**src/rtl/bincnt_n.sv**
```systemverilog
// bincnt_n: N-bit synchronous presettable up/down counter with a cascadable terminal count.
// Define BINCNT_MODULO_EN to make it wrap at MODULO instead of 2**WIDTH.
module bincnt_n #(
  parameter int WIDTH  = 8,
  parameter int MODULO = 2 ** WIDTH
) (
  input  logic             clk,
  input  logic             clr,
  input  logic             load,
  input  logic             en,
  input  logic             up,
  input  logic [WIDTH-1:0] d,
  output logic [WIDTH-1:0] q,
  output logic             tc
);

  localparam logic [WIDTH-1:0] ONE = WIDTH'(1);

`ifdef BINCNT_MODULO_EN
  localparam logic [WIDTH-1:0] TOP = WIDTH'(MODULO - 1);
`else
  localparam logic [WIDTH-1:0] TOP = '1;
`endif

  // An illegal modulus stops elaboration instead of producing an odd wrap.
  if (MODULO < 2 || MODULO > 2 ** WIDTH) begin : g_bad_modulo
    $error("bincnt_n: MODULO out of range 2..2**WIDTH");
  end

  logic [WIDTH-1:0] q_q;
  logic [WIDTH-1:0] q_d;
  logic [WIDTH-1:0] nxt;
  logic             ctl_poison;

  always_comb begin
    nxt = q_q;
    if (!load) begin
      nxt = d;
    end else if (en) begin
`ifdef BINCNT_MODULO_EN
      // Loaded values above the modulus wrap to 0 when counting up.
      if (up) nxt = (q_q >= TOP) ? '0 : q_q + ONE;
      else    nxt = (q_q == '0)  ? TOP : q_q - ONE;
`else
      nxt = up ? q_q + ONE : q_q - ONE;
`endif
    end
    // NOTE: x ^ x is x in simulation and 0 in hardware, so an unknown
    // control bit turns the whole next state unknown without adding logic.
    ctl_poison = ^{load, en, up};
    q_d        = nxt ^ {WIDTH{ctl_poison ^ ctl_poison}};
  end

  // NOTE: asynchronous clear sits in the sensitivity list; the state
  // update uses non-blocking assignment so every flop samples together.
  always_ff @(posedge clk or posedge clr) begin
    if (clr) q_q <= '0;
    else     q_q <= q_d;
  end

  assign q  = q_q;
  assign tc = en & (q_q == (up ? TOP : '0));

endmodule

```
**config.mk**
```make
export PLATFORM = sky130hd
export DESIGN_NAME = bincnt_n
export DESIGN_NICKNAME = d
export VERILOG_FILES = /design/src/rtl/bincnt_n.sv
export SDC_FILE = /design/constraint.sdc
export NUM_CORES = 1
export LEC_CHECK = 0
export CAP_MARGIN = 20
export CORE_MARGIN = 4
export CORE_UTILIZATION = 40
export DETAILED_ROUTE_END_ITERATION = 7
export HOLD_SLACK_MARGIN = 0.05
export PLACE_DENSITY = 0.81
export SYNTH_ARGS = -nofsm -noshare
export SYNTH_HDL_FRONTEND = slang
export SYNTH_SLANG_ARGS = --single-unit
```
**constraint.sdc**
```tcl
create_clock -name clk -period 2.2 [get_ports clk]
set_input_delay 0.22 -clock clk [delete_from_list [all_inputs] [get_ports clk]]
set_output_delay 0.22 -clock clk [all_outputs]
set_load 0.03 [all_outputs]
```
Yosys cells after proc, flatten, opt, wreduce, memory -nomap -nowiden
Cells that the tools add are included.
{"block": "word_totals", "ff_bits": 8, "latch_bits": 0, "mem_bits_rw": 0, "rom_bits": 0, "wordCells": 10, "memories": 0}
{"block": "op_classes", "addsub": 2, "multipliers": 0, "n_div": 0, "n_lt_le_gt_ge": 0, "eq_ne": 2, "shifts": 0, "muxes": 4, "bitwise": 1, "reduce_logical": 0}
{"cell": "2-to-1 mux 8 bit", "count": 4}
{"cell": "adder 8 x 1 -> 8 bit, second input constant", "count": 1}
{"cell": "== test 8 bit", "count": 1}
{"cell": "subtractor 8 x 1 -> 8 bit, second input constant", "count": 1}
{"cell": "!= test 2 x 1 -> 1 bit, second input constant", "count": 1}
{"cell": "AND 1 bit", "count": 1}

Logic depth before layout (Yosys ltp)
{"block": "depth", "ltp_word": 4, "mapped_depth": 7}

Worst setup path before layout
OpenSTA, ideal clock, no wires.
{"block": "synth_path", "kind": "register to output", "from": "register q_q[4], in the netlist q[4]", "to": "output tc", "t_arrival_ns": 1.809, "required_ns": 1.980, "setup_slack_ns": 0.171, "path_stages_with_launch": 4, "path_buffers": 0, "cell_sequence": "dfrtp_1 ha_1 nand4_1 a211oi_1"}
{"block": "synth_between", "elab_chain_len": 2}
{"element": "start, declared", "line_no": "30", "text": "logic [WIDTH-1:0] q_q;"}
{"element": "start signal, assigned", "line_no": "58", "text": "else q_q <= q_d;"}
{"element": "== test 8 bit", "line_no": "62", "text": "assign tc = en & (q_q == (up ? TOP : '0));"}
{"element": "AND 1 bit", "line_no": "62"}
{"element": "end, declared", "line_no": "14", "text": "output logic tc"}
Every way passes these cells.

Final worst setup path
{"block": "layout_path", "from": "input up", "to": "output tc"}
{"block": "layout_between", "elab_chain_len": 3}
{"element": "start, declared", "line_no": "11", "text": "input logic up,"}
{"element": "2-to-1 mux 8 bit", "line_no": "62"}
{"element": "== test 8 bit", "line_no": "62"}
{"element": "AND 1 bit", "line_no": "62"}
Every way passes these cells.

==> results.sh <==
export IMPL_cts_inserted_buffers=3
export IMPL_vias=701
export IMPL_wl_um=1660
export IMPL_clock_sinks=8
export IMPL_cp_end_kind="output pin"
export IMPL_critPathKind="input port to output pin"
export IMPL_drc=0
export IMPL_powerDensity_mw_per_mm2=706
export IMPL_clkTransAtPathRegs_ps=60
export IMPL_gr_total_overflow=0
export IMPL_cp_max_fo=5
export IMPL_rsz0062_at_grt="false"
export IMPL_reg2reg_depth=6
export IMPL_arrival_ps=1870
export IMPL_wl_per_cell_um=13.2
export IMPL_clk_latency_ps=260
export IMPL_slew_viol_final=0
export IMPL_worstPathRequired_ps=1980
export IMPL_finalHoldViolations=0
export IMPL_antenna_found_initial=0
export IMPL_std_cell_rows=14
export IMPL_top_layer="met4"
export IMPL_die_w_um=49.7
export IMPL_cp_start_kind="input port"
export IMPL_skew_ps=6.60
export IMPL_worst_pin_slew_ps=330
export IMPL_syn_area_per_cell_um2=8.48
export IMPL_place_congestion=0.804
export IMPL_cts_tree="done"
export IMPL_initial_core_util_pct=44.1
export IMPL_post_cts_buffers=0
export IMPL_top_level_ports=22
export IMPL_coreArea_mm2=0.00158
export IMPL_fin_crit_sh_pct=95.0
export IMPL_max_vdd_ir_drop_uv=438
export IMPL_grt_usage_pct=15.0
export IMPL_avgViaCountPerCell=5.56
export IMPL_dr_pass1_iters=4
export IMPL_fin_tns_setup_ps=0
export IMPL_yosysWarnings=0
export IMPL_power_leakage_uw=0.000432
export IMPL_grt_pass1_wl_um=2820
export IMPL_antenna_cells=0
export IMPL_slew_headroom_pct=77.9
export IMPL_first_global_vias=662
export IMPL_syn_area_um2=696
export IMPL_drt_iter0_drc=14
export IMPL_hold_class="input port to asynchronous set/reset pin"
export IMPL_grt_start_max_net_pins=14
export IMPL_largest_reg_flops=8
export IMPL_met3_wirelength_um=63
export IMPL_drive_above_1_share_pct=15.5
export IMPL_die_area_mm2=0.00247
export IMPL_synthDistinctLibCells=31
export IMPL_synth_seq_cells=8
export IMPL_clockRootBuffer="clkbuf_4"
export IMPL_status="completed"
export IMPL_r2r_slack_ps=350
export IMPL_setup_viol=0
export IMPL_ctsHtreeMaxLevel=1
export IMPL_hold_slack_ps=208
export IMPL_clock_path_buffers=2
export IMPL_ant_nets=0
export IMPL_r2r_start="q[0]$_DFFE_PP0P_"
export IMPL_port_buffers=21
export IMPL_fin_nets=132
export IMPL_syn_nets=102
export IMPL_route_met2_wl_um=782
export IMPL_dieHeight_um=49.7
export IMPL_max_freq_ghz=0.478
export IMPL_ys_seq_area_share_pct=28.8
export IMPL_regToRegEndpoint="q[6]$_DFFE_PP0P_"
export IMPL_place_hpwl_um=1370
export IMPL_met1_length_um=775
export IMPL_netlist_instances=82
export IMPL_period_minus_slack_ps=2090
export IMPL_drv_cap=0
export IMPL_syn_to_final_growth_pct=41.9
-- logic make-up (layout without fill, tap and decap cells) --
| kind of cell | Yosys count | count (layout) | synth area share, % |
|---|---|---|---|
| flip-flops | 8 | 8 | 28.8 |
| multiplexers | 3 | 3 | 4.32 |
| XOR/XNOR | 5 | 5 | 6.29 |
| AND/OR/NAND/NOR | 27 | 27 | 18.2 |
| AO/OA/AOI/OAI | 26 | 26 | 25.0 |
| buffers and inverters | 6 | 34 | 3.78 |
| adder cells (fa/ha/maj) | 7 | 7 | 13.7 |
-- repair_timing --
item / in CTS / in global routing
hold buffers: 0 / 0
endpoints found under the setup margin: 0 / 1
hold endpoints to repair: 0 / 0
gates resized for setup: 0 / 3
-- final cells by class --
| class | instances | area (um2) |
|---|---|---|
| inverter | 4 | 15.0 |
| multi-input combinational | 68 | 477 |
| timing repair buffer | 27 | 253 |
| clock buffer | 3 | 22.5 |
| tap | 16 | 20.0 |
| sequential | 8 | 200 |
| fill | 137 | 589 |
-- stage by stage --
stage / util, % / total power, uW / cell area, um2 / std cells / worst slack, ps
final: 62.6 / 697 / 987 / 126 / 110
after global routing: 62.6 / 759 / 987 / 126 / 37.1
after CTS: 62.1 / 702 / 980 / 126 / 49.4
after detailed placement: 60.7 / 581 / 957 / 123 / -29.5
after global placement: 60.7 / 573 / 957 / 123 / 45.1
after floorplan: - / 450 / 696 / 82 / 171
-- Yosys cell counts --
library cell,count,area (um2)
o21ai_2,1,8.76
buf_4,1,7.51
dfrtp_1,8,200
nor4b_1,1,8.76
fa_1,1,20.0
ha_1,6,75.1
nor3_1,2,10.0
xnor2_1,5,43.8
clkbuf_1,1,3.75
a21o_1,3,22.5
o21ai_1,1,5.00
nand3_1,4,20.0
inv_1,3,11.3
a21oi_1,9,45.0
o21bai_1,1,7.51
or3_1,1,6.26
and3_1,1,6.26
and2_4,1,8.76
a211oi_1,3,22.5
nor2_1,9,33.8
o211ai_1,1,7.51
nand2_1,7,26.3
inv_2,1,3.75
o22ai_1,1,6.26
o21ai_0,1,5.00
nand4_1,1,6.26
a21oi_2,1,8.76
a211o_1,2,17.5
mux2i_1,3,30.0
o2111ai_1,1,8.76
o2bb2ai_1,1,8.76
-- report_power, final --
part / internal, uW / switching [uW] / total, uW
Clock: 62.6 / 53.3 / 116
Combinational: 185 / 195 / 380
Sequential: 173 / 28.5 / 201
Total: 420 / 277 / 697
-- placed cells by master (no fill, tap or decap), drive strengths merged, types with 2 or more instances in the layout --
| master | n |
|---|---|
| clkbuf | 3 |
| nor3 | 2 |
| o21ai | 3 |
| a211oi | 3 |
| nand3 | 4 |
| dfrtp | 8 |
| mux2i | 3 |
| buf | 7 |
| clkdlybuf4s50 | 20 |
| a21oi | 10 |
| a211o | 2 |
| ha | 6 |
| a21o | 3 |
| nand2 | 7 |
| inv | 4 |
| nor2 | 9 |
| xnor2 | 5 |
-- worst max path at each step --
stage                                start               end  slack, ps  depth (start not counted)
after global placement                  up  q[6]$_DFFE_PP0P_         50                          8
after CTS                               up                tc         50                          7
after floorplan           q[4]$_DFFE_PP0P_                tc        170                          3
final                                   up                tc        110                          7
after detailed placement                up  q[6]$_DFFE_PP0P_        -30                          8
after global routing                    up                tc         40                          7
-- per-layer routing --
layer,GRT usage [%],up-vias
li1,-,359
met1,18.8,319
met2,23.3,18
met3,3.01,5
met4,9.68,0
met5,0,-
-- worst max-delay path, cell delays in order --
cell,delay (ps)
clkdlybuf4s50_1,500
inv_2,80
buf_4,160
ha_2,360
nand4_1,140
a211oi_2,220
buf_4,190
Note: power is estimated with default switching activity, not from simulation.
